## src/rtl/ex_muldiv_if.sv

```systemverilog
// Request/response bundle between the EX-stage issue logic and the iterative
// multiply/divide unit.
interface ex_muldiv_if;
  logic        start;
  logic [1:0]  op;
  logic [31:0] a;
  logic [31:0] b;
  logic        flush;
  logic        busy;
  logic        stall;
  logic        done;
  logic [31:0] hi;
  logic [31:0] lo;
  logic        div_by_zero;

  modport master (
    output start, op, a, b, flush,
    input  busy, stall, done, hi, lo, div_by_zero
  );

  modport slave (
    input  start, op, a, b, flush,
    output busy, stall, done, hi, lo, div_by_zero
  );
endinterface

```

## src/rtl/ex_muldiv.sv

```systemverilog
// Iterative 32-bit MULT/MULTU/DIV/DIVU unit: radix-2 shift-add multiply and
// restoring divide over 32 cycles, with sign fix-up and HI/LO result registers.
module ex_muldiv (
  input  logic       clk,
  input  logic       rst_n,
  ex_muldiv_if.slave mif
);
  typedef enum logic [2:0] {IDLE, PREP, RUN, FIX, DONE} state_t;

  state_t      state_q, state_d;
  logic [4:0]  cnt_q, cnt_d;
  logic        busy_q, busy_d;
  logic        done_q, done_d;
  logic        dbz_q, dbz_d;
  logic [31:0] hi_q, hi_d;
  logic [31:0] lo_q, lo_d;

  logic [1:0]  op_q, op_d;
  logic [31:0] a_q, a_d;
  logic [31:0] b_q, b_d;
  logic [31:0] opnd_q, opnd_d;
  logic [63:0] acc_q, acc_d;
  logic        neg_q, neg_d;
  logic        rneg_q, rneg_d;

  logic        accept;
  logic        is_div;
  logic        is_signed;
  logic [31:0] abs_a;
  logic [31:0] abs_b;
  logic [32:0] mul_sum;
  logic [32:0] div_diff;
  logic [63:0] prod_fix;
  logic [31:0] quo_fix;
  logic [31:0] rem_fix;

  assign accept    = mif.start & ~mif.flush;
  assign is_div    = op_q[1];
  assign is_signed = op_q[0];

  assign mif.stall       = accept | busy_q;
  assign mif.busy        = busy_q;
  assign mif.done        = done_q;
  assign mif.hi          = hi_q;
  assign mif.lo          = lo_q;
  assign mif.div_by_zero = dbz_q;

  assign abs_a = (is_signed && a_q[31]) ? -a_q : a_q;
  assign abs_b = (is_signed && b_q[31]) ? -b_q : b_q;

  // acc = {partial product, multiplier} for MUL, {remainder, dividend/quotient} for DIV
  assign mul_sum  = {1'b0, acc_q[63:32]} + (acc_q[0] ? {1'b0, opnd_q} : 33'd0);
  // Bit 32 is the borrow: set when the shifted remainder is below the divisor.
  assign div_diff = acc_q[63:31] - {1'b0, opnd_q};

  assign prod_fix = neg_q  ? -acc_q         : acc_q;
  assign quo_fix  = neg_q  ? -acc_q[31:0]   : acc_q[31:0];
  assign rem_fix  = rneg_q ? -acc_q[63:32]  : acc_q[63:32];

  always_comb begin
    state_d = state_q;
    cnt_d   = cnt_q;
    dbz_d   = dbz_q;
    hi_d    = hi_q;
    lo_d    = lo_q;
    op_d    = op_q;
    a_d     = a_q;
    b_d     = b_q;
    opnd_d  = opnd_q;
    acc_d   = acc_q;
    neg_d   = neg_q;
    rneg_d  = rneg_q;

    case (state_q)
      IDLE, DONE: begin
        state_d = IDLE;
        if (accept) begin
          state_d = PREP;
          op_d    = mif.op;
          a_d     = mif.a;
          b_d     = mif.b;
          dbz_d   = 1'b0;
        end
      end
      PREP: begin
        if (mif.flush) begin
          state_d = IDLE;
        end else begin
          cnt_d  = 5'd0;
          neg_d  = is_signed & (a_q[31] ^ b_q[31]);
          rneg_d = is_signed & is_div & a_q[31];
          opnd_d = is_div ? abs_b : abs_a;
          acc_d  = {32'd0, (is_div ? abs_a : abs_b)};
          if (is_div && (b_q == 32'd0)) begin
            state_d = DONE;
            hi_d    = a_q;
            lo_d    = '1;
            dbz_d   = 1'b1;
          end else begin
            state_d = RUN;
          end
        end
      end
      RUN: begin
        if (mif.flush) begin
          state_d = IDLE;
        end else begin
          if (is_div)
            acc_d = div_diff[32] ? {acc_q[62:0], 1'b0}
                                 : {div_diff[31:0], acc_q[30:0], 1'b1};
          else
            acc_d = {mul_sum, acc_q[31:1]};
          cnt_d = cnt_q + 5'd1;
          if (cnt_q == 5'd31) state_d = FIX;
        end
      end
      FIX: begin
        if (mif.flush) begin
          state_d = IDLE;
        end else begin
          state_d = DONE;
          if (is_div) begin
            hi_d = rem_fix;
            lo_d = quo_fix;
          end else begin
            hi_d = prod_fix[63:32];
            lo_d = prod_fix[31:0];
          end
        end
      end
      default: state_d = IDLE;
    endcase

    busy_d = (state_d == PREP) || (state_d == RUN) || (state_d == FIX);
    done_d = (state_d == DONE);
  end

  always_ff @(posedge clk or negedge rst_n) begin
    if (!rst_n) begin
      state_q <= IDLE;
      cnt_q   <= 5'd0;
      busy_q  <= 1'b0;
      done_q  <= 1'b0;
      dbz_q   <= 1'b0;
      hi_q    <= 32'd0;
      lo_q    <= 32'd0;
    end else begin
      state_q <= state_d;
      cnt_q   <= cnt_d;
      busy_q  <= busy_d;
      done_q  <= done_d;
      dbz_q   <= dbz_d;
      hi_q    <= hi_d;
      lo_q    <= lo_d;
    end
  end

  // Operand/accumulator datapath is only meaningful while the FSM is active.
  always_ff @(posedge clk) begin
    op_q   <= op_d;
    a_q    <= a_d;
    b_q    <= b_d;
    opnd_q <= opnd_d;
    acc_q  <= acc_d;
    neg_q  <= neg_d;
    rneg_q <= rneg_d;
  end
endmodule

```

## src/flat_wrapper.sv

```systemverilog
// flat-port wrapper written by rule: the top's interface ports become plain ports
module ex_muldiv_flat 
  (clk, rst_n, mif_start, mif_op, mif_a, mif_b, mif_flush, mif_busy, mif_stall, mif_done, mif_hi, mif_lo, mif_div_by_zero);
  ex_muldiv_if mif_i ();
  input  logic clk;
  input  logic rst_n;
  input wire logic [$bits(mif_i.start)-1:0] mif_start;
  input wire logic [$bits(mif_i.op)-1:0] mif_op;
  input wire logic [$bits(mif_i.a)-1:0] mif_a;
  input wire logic [$bits(mif_i.b)-1:0] mif_b;
  input wire logic [$bits(mif_i.flush)-1:0] mif_flush;
  output wire logic [$bits(mif_i.busy)-1:0] mif_busy;
  output wire logic [$bits(mif_i.stall)-1:0] mif_stall;
  output wire logic [$bits(mif_i.done)-1:0] mif_done;
  output wire logic [$bits(mif_i.hi)-1:0] mif_hi;
  output wire logic [$bits(mif_i.lo)-1:0] mif_lo;
  output wire logic [$bits(mif_i.div_by_zero)-1:0] mif_div_by_zero;
  assign mif_i.start = mif_start;
  assign mif_i.op = mif_op;
  assign mif_i.a = mif_a;
  assign mif_i.b = mif_b;
  assign mif_i.flush = mif_flush;
  assign mif_busy = mif_i.busy;
  assign mif_stall = mif_i.stall;
  assign mif_done = mif_i.done;
  assign mif_hi = mif_i.hi;
  assign mif_lo = mif_i.lo;
  assign mif_div_by_zero = mif_i.div_by_zero;
  ex_muldiv u_core (.clk(clk), .rst_n(rst_n), .mif(mif_i));
endmodule
```

## config.mk

```make
export PLATFORM = sky130hd
export DESIGN_NAME = ex_muldiv_flat
export DESIGN_NICKNAME = d
export VERILOG_FILES = /design/src/rtl/ex_muldiv_if.sv /design/src/rtl/ex_muldiv.sv /design/src/flat_wrapper.sv
export SDC_FILE = /design/constraint.sdc
export NUM_CORES = 1
export LEC_CHECK = 0
export BUFFER_PORTS_ARGS = -buffer_cell sky130_fd_sc_hd__buf_4
export CAP_MARGIN = 20
export CELL_PAD_IN_SITES_DETAIL_PLACEMENT = 1
export CELL_PAD_IN_SITES_GLOBAL_PLACEMENT = 2
export CORE_MARGIN = 4
export CORE_UTILIZATION = 39
export CTS_CLUSTER_DIAMETER = 80
export DETAILED_ROUTE_END_ITERATION = 12
export GPL_TIMING_DRIVEN = 0
export PLACE_DENSITY = 0.86
export SYNTH_ARGS = -nofsm -noshare
export SYNTH_HDL_FRONTEND = slang
export SYNTH_SLANG_ARGS = --single-unit
```

## constraint.sdc

```tcl
create_clock -name clk -period 7.4 [get_ports clk]
set_input_delay 1.48 -clock clk [delete_from_list [all_inputs] [get_ports clk]]
set_output_delay 1.48 -clock clk [all_outputs]
set_load 0.005 [all_outputs]
```

==> results.md, run 1 <==
- Drt pass-1 iters: 7
- Initial Utilization: roughly two fifths
- PwrDens: around 220 mW/mm²
- Count of different cell masters after synthesis: a little under 80
- Leak: 7.83 nW
- Most frequent cell after synthesis: nor2_1
- Max cap viols: 0
- CTS Buf Count: 29
- Worst-Margin Slew: ~1.1 ns
- Predominant post-synthesis flop cell: edfxtp_1
- Place WS: approximately 2.6 ns
- Asr flop ratio synth: 31.4%
- Row count: 75
- Die footprint: roughly 0.046 mm²
- Multi-input gate area: between 0.009 and 0.01 mm²
- Final Hold Viols: 0
- FF-to-FF End: u_core.mif.hi[14]$_DFFE_PN0P_
- CTS tree: yes
- CP Launch Type: flop
- GP Congestion: around 0.97
- Count of cells resized by post-cts repair: 0
- Diodes inserted: 0
- Crit path kind: flop to flop
- Clock Skew: approximately 0.013 ns
- Setup violations, final: 0
- R2r setup slk: around 2.5 ns
- Tot GR Track Use: between 20% and 30%
- Seq. cell area: just under 0.007 mm²
- Register bit total from synthesis: between 200 and 250
- R2r startpoint: u_core.acc_q[0]$_DFFE_PP_
- Total gr overflow: 0
- Crit. End Element: flop
- Antenna violations before repair: 0
- Share of cells above drive strength 1: 13.5%
- Vias in the first global route: between 15000 and 20000
- Min-Delay Startpoint: u_core.mif.hi[1]$_DFFE_PN0P_
- Max Buffers Root-to-Sink: 3
- Clk_lat worst skew: a little under 0.6 ns
- Slew Limit Fails: 0
- CTS HTree Levels: 1
- Crit path from: u_core.acc_q[0]$_DFFE_PP_
- Final setup margin: around 2.5 ns
- Area Growth Syn to Fin: 17.0%
- First-pass GRT wire length: between 100000 and 150000 µm
- Avg Synthesized Cell Area: just over 9 µm²
- CTS Hold Bufs: 0
- Post-layout util: a little under half
- Die Ht: approximately 220 µm
- Hold depth: 2
- Post-Synthesis Cells: ~1800
- I/O pin cnt: around 140
- Critical Path AT: 5.35 ns
- Drt total wl: between 70000 and 80000 µm
- DRC viols: 0
- Die width: 216 µm
- Commonest cells post-synth: nor2_1 (247), nand2_1 (177), edfxtp_1 (164)
- Class of the worst hold path: flop to flop
- Synth top area share: ~29%
- Core area: between 0.04 and 0.05 mm²
- # fillers: between 4000 and 5000
- Net Count, Synth: slightly below 2000
- Min Hold Slack: between 0.4 and 0.5 ns
- Seq/Total Area, Yosys: 40.5%
- CTS Root Cell: clkbuf_16
- Fmax: 204 MHz
- Number of synthesized flops with an enable pin: roughly 160
- Wire length per cell: roughly 27 µm
- Syn. warnings: 0
- Antenna Violating Nets Remaining: 0
- IO buf count: 137
- Worst-path clk slew: roughly 0.060 ns
- Final period util: 66.3%
- Via count: approximately 16000
- Hpwl dp: roughly 55000 µm
- Design Power: roughly 4.3 mW
- Hold EP: u_core.mif.hi[1]$_DFFE_PN0P_
- Maximum number of pins on one net before global-route repair: 76
- Area contributors post-synth: edfxtp_1 (29%), dfrtp_1 (11%), nor2_1 (5.5%)
- Drt first-iter violations: 1626
- CTS sink cnt: approximately 240
- Setup TNS: 0 ns
- Crit-path max FO: 10
- RSZ-0062 raised after global routing: no
- Final worst path period need: roughly 5 ns
- Status: finished clean
- Worst path required time: 7.85 ns
- Slew headroom: around 28%
- Vias per Instance: 6.07
- VDD IR max: ~0.18 mV
- Syn Std Cell Area: 0.0168 mm²
- Final net count: around 2200
- # Post-CTS Setup Buffers: 0
- FF-to-FF path depth: 13
- Area leader, netlist: edfxtp_1
[worst max-delay path by stage]
stage                                                     to  cells past startpoint  slack (ns)
after CTS                      u_core.mif.hi[14]$_DFFE_PN0P_                     13        2.57
after global routing           u_core.mif.hi[14]$_DFFE_PN0P_                     13        2.35
after global placement        u_core.acc_q[39]$_SDFFCE_PN0P_                      2       -2.46
after detailed placement       u_core.mif.hi[14]$_DFFE_PN0P_                     13        2.62
after floorplan           u_core.mif.div_by_zero$_DFFE_PN0P_                      3        0.62
final                          u_core.mif.hi[14]$_DFFE_PN0P_                     13        2.50
[stage by stage]
| stage | instances | instance area [µm²] |
|---|---|---|
| 2_1_floorplan | 1834 | 16800 |
| 3_3_place_gp | 2510 | 18500 |
| 3_5_place_dp | 2517 | 18600 |
| 4_1_cts | 2571 | 19600 |
| 5_1_grt | 2572 | 19600 |
| 6_report | 2572 | 19600 |
[area by class of cell]
type | instances | share of cell area [%]
Buffer | 92 | 2.31
Clock buffer | 32 | 3.75
Clock inverter | 22 | 1.42
Inverter | 66 | 1.29
Multi-Input combinational cell | 1437 | 47.4
Sequential cell | 239 | 34.6
Tap cell | 539 | 3.43
Timing Repair Buffer | 145 | 5.83
[where the power goes]
group / internal (mW) / total (mW) / leakage [nW] / switching (mW)
combinational: 0.434 / 0.987 / 4.94 / 0.553
sequential: 1.61 / 1.79 / 2.40 / 0.181
clock: 0.930 / 1.55 / 0.499 / 0.624
total: 2.97 / 4.33 / 7.83 / 1.36
[critical path, cell delays in order, from the launching register on]
cell      delay [ns]
edfxtp_1        0.57
inv_1           0.24
clkbuf_1        0.70
ha_1            0.30
or3b_2          0.49
nor3_1          0.36
nand4_1         0.32
or2_2           0.40
o21ai_1         0.33
nand3_1         0.26
nand2_1         0.14
xnor2_1         0.13
mux2i_1         0.40
o21ai_0         0.13
[cell families (layout without fill, tap and decap cells)]
family | count (synthesis) | in the layout | share of synthesized area, %
buffers and inverters | 158 | 357 | 4.20
XOR/XNOR | 180 | 180 | 9.48
AO/OA/AOI/OAI | 479 | 479 | 17.7
AND/OR/NAND/NOR | 657 | 657 | 18.1
adder cells (fa/ha/maj) | 72 | 72 | 5.45
flip-flops | 239 | 239 | 40.5
multiplexers | 49 | 49 | 4.55
[layout by cell type (no fill, tap or decap), types with 29 or more instances in the layout]
master     netlist  layout
buf_4            0     137
xnor2_1         82      82
inv_1           64      63
nor2_1         247     247
o21ai_0         97      96
a31oi_1         43      43
nor3_1          44      43
dfrtp_1         75      75
edfxtp_1       164     164
ha_1            70      70
xor2_1          96      96
clkbuf_1        59      62
a21oi_1        141     141
nand3_1         40      40
a21o_1          39      39
nand2_1        177     177
clkbuf_16        0      29
[sequential cells by signal (all words and copies together), names as in the netlist]
register,cells
u_core.cnt_q,5
u_core.b_q,32
u_core.mif.done,1
u_core.mif.div_by_zero,1
u_core.neg_q,1
u_core.opnd_q,32
u_core.mif.lo,32
u_core.acc_q,64
u_core.mif.busy,1
u_core.state_q,3
u_core.mif.hi,32
u_core.a_q,32
u_core.rneg_q,1
u_core.op_q,2
[metal layers]
layer	track usage, %	part of all wire (%)	vias to the layer above
li1	-	-	7012
met4	8.63	3.6	0
met5	0	0	-
met2	46.5	45	682
met3	3.57	7.4	124
met1	42.1	44	7802
Note: power is estimated with default switching activity, not from simulation.
==> inputs of run 2 (changes only) <==
CORE_UTILIZATION = 35   (was 39)
PLACE_DENSITY = 0.82   (was 0.86)
clock period = 4.2 ns   (was 7.4 ns; I/O delays follow)
==> results.md, run 2 (synthesis results as in run 1) <==
- Final worst path period need: 3.95 ns (-0.950 ns)
- CTS HTree Levels: 1 (unchanged)
- Final Non-Filler Cells: 2658 (+3.3%)
- Wire length per cell: 26.3 µm (-4.1%)
- Final period util: 94.1% (+28 points)
- Row count: 80 (+6.7%)
- Via count: 15600 (-0.051%)
- First-pass GRT wire length: 103000 µm (-0.51%)
- IO buf count: 137 (unchanged)
- CTS Root Cell: clkbuf_16
- Class of the worst hold path: primary input to asynchronous set/reset pin
- Seq. cell area: 0.00680 mm² (unchanged)
- Initial Utilization: 35.3% (-4.4 points)
- Worst-Margin Slew: 1.01 ns (-0.0621 ns)
- # fillers: 5522 (+13%)
- I/O pin cnt: 138 (unchanged)
- Critical Path AT: 4.30 ns (-1.05 ns)
- Worst-path clk slew: 0.07 ns (about the same)
- Multi-input gate area: 0.00938 mm² (+0.89%)
- FF-to-FF path depth: 11 (-2)
- Max cap viols: 0 (unchanged)
- Design Power: 7.55 mW (+75%)
- Final setup margin: 0.247 ns (-2.25 ns)
- Total gr overflow: 0 (unchanged)
- Final Hold Viols: 0 (unchanged)
- Setup TNS: 0 ns (unchanged)
- Worst path required time: 4.55 ns (-3.30 ns)
- Fmax: 253 MHz (+24%)
- Vias per Instance: 5.87 (-3.3%)
- Antenna violations before repair: 1 (+1)
- Crit-path max FO: 8 (-2)
- Clock Skew: 0.0258 ns (+0.0125 ns)
- Die width: 227 µm (+5.4%)
- Die Ht: 227 µm (+5.4%)
- Share of cells above drive strength 1: 14.3% (+0.81 points)
- CTS Hold Bufs: 0 (unchanged)
- PwrDens: 379 mW/mm² (+72%)
- Drt pass-1 iters: 5 (-2)
- GP Congestion: 0.967 (+0.16%)
- CTS Buf Count: 31 (+6.9%)
- Commonest non-fill, non-tap cell in the layout: nor2_1
- DRC viols: 0 (unchanged)
- Slew headroom: 32.6% (+4.8 points)
- Die footprint: 0.0515 mm² (+11%)
- Antenna Violating Nets Remaining: 0 (unchanged)
- Drt first-iter violations: 1306 (-20%)
- Maximum number of pins on one net before global-route repair: 76 (unchanged)
- Setup violations, final: 0 (unchanged)
- Place WS: -0.484 ns (-3.10 ns)
- Clk_lat worst skew: 0.60 ns (about the same)
- CTS sink cnt: 239 (unchanged)
- Status: finished clean
- Core area: 0.0475 mm² (+13%)
- Post-Place Cells: 2591 (+2.9%)
- Slew Limit Fails: 0 (unchanged)
- RSZ-0062 raised after global routing: no
- Final net count: 2160 (+0.37%)
- CP Launch Type: flop
- Hpwl dp: 55300 µm (-0.12%)
- Biggest register: u_core.acc_q
- Drt total wl: 69900 µm (-0.88%)
- CTS tree: yes
- Crit. End Element: flop
- VDD IR max: 0.335 mV (+87%)
- Max FFs per register: 64 (unchanged)
- Max Buffers Root-to-Sink: 3 (unchanged)
- Diodes inserted: 0 (unchanged)
- Crit path kind: flop to flop
- Vias in the first global route: 15800 (+0.62%)
- Leak: 7.90 nW (+0.84%)
- Tot GR Track Use: 26.7% (-2.6 points)
- Most frequent cells in the layout: nor2_1 (247), nand2_1 (177), edfxtp_1 (164)
- Area Growth Syn to Fin: 18.5%
## run 2: cell types whose count changed in the layout (fill, tap and decap cells not counted), sizes merged
| cell | change |
|---|---|
| buf | +6 |
| bufinv | -5 |
| clkbuf | +10 |
| clkinv | -3 |
| inv | +2 |
## run 2: final cells by class
class | count | share of cell area (%)
multi-input combinational | 1437 | 47.2
sequential | 239 | 34.2
timing repair buffer | 151 | 6.22
clock buffer | 42 | 4.31
tap | 615 | 3.87
buffer | 92 | 2.34
inverter | 66 | 1.27
clock inverter | 16 | 0.666
## run 2: critical path: stages, from the launching register on
cell and delay (ns):
edfxtp_1 0.58, ha_1 0.48, nand3_1 0.13, a21boi_0 0.23
a311oi_1 0.12, o21ai_0 0.61, a21oi_1 0.29, o41a_1 0.52
o21a_1 0.22, o21ai_0 0.28, a221o_1 0.20, nor2_1 0.05
## run 2: final timing paths
| check | start | endpoint | slack [ns] |
|---|---|---|---|
| setup reg to reg | u_core.acc_q[35]$_SDFFCE_PN0P_ | u_core.acc_q[63]$_SDFFCE_PN0P_ | 0.25 |
| min in group clk | mif_a[21] | u_core.a_q[21]$_DFFE_PN_ | 0.42 |
| hold reg to reg | u_core.mif.hi[1]$_DFFE_PN0P_ | u_core.mif.hi[1]$_DFFE_PN0P_ | 0.48 |
| hold / removal | rst_n | u_core.mif.hi[13]$_DFFE_PN0P_ | 0.13 |
| setup / recovery | u_core.acc_q[35]$_SDFFCE_PN0P_ | u_core.acc_q[63]$_SDFFCE_PN0P_ | 0.25 |
| max in group asynchronous | rst_n | u_core.mif.hi[22]$_DFFE_PN0P_ | 3.43 |
## run 2: metal layers
| metal | vias to the layer above | track usage (%) | routed length (µm) |
|---|---|---|---|
| li1 | 7039 | - | - |
| met3 | 140 | 4.62 | 5180 |
| met5 | - | 0 | 0 |
| met4 | 0 | 11.1 | 3340 |
| met2 | 620 | 41.6 | 30900 |
| met1 | 7813 | 37.0 | 30500 |
## run 2: repair_timing
action	CTS	global route
setup buffers	1	7
resized for setup	11	9
pin swaps	1	1
endpoints found under the setup margin	41	32
## run 2: stage by stage
step | hold slack [ns] | utilization, % | cell area [µm²]
2_1_floorplan | 0.460 | - | 16800
3_3_place_gp | 0.457 | 39.1 | 18600
3_5_place_dp | 0.467 | 39.4 | 18700
4_1_cts | 0.385 | 41.6 | 19800
5_1_grt | 0.134 | 41.9 | 19900
6_report | 0.134 | 41.9 | 19900
## run 2: power by group
part / total, mW / internal (mW) / switching [mW] / leakage, nW
clock: 2.65 / 1.50 / 1.15 / 0.490
sequential: 3.16 / 2.83 / 0.331 / 2.40
combinational: 1.74 / 0.786 / 0.959 / 5.01
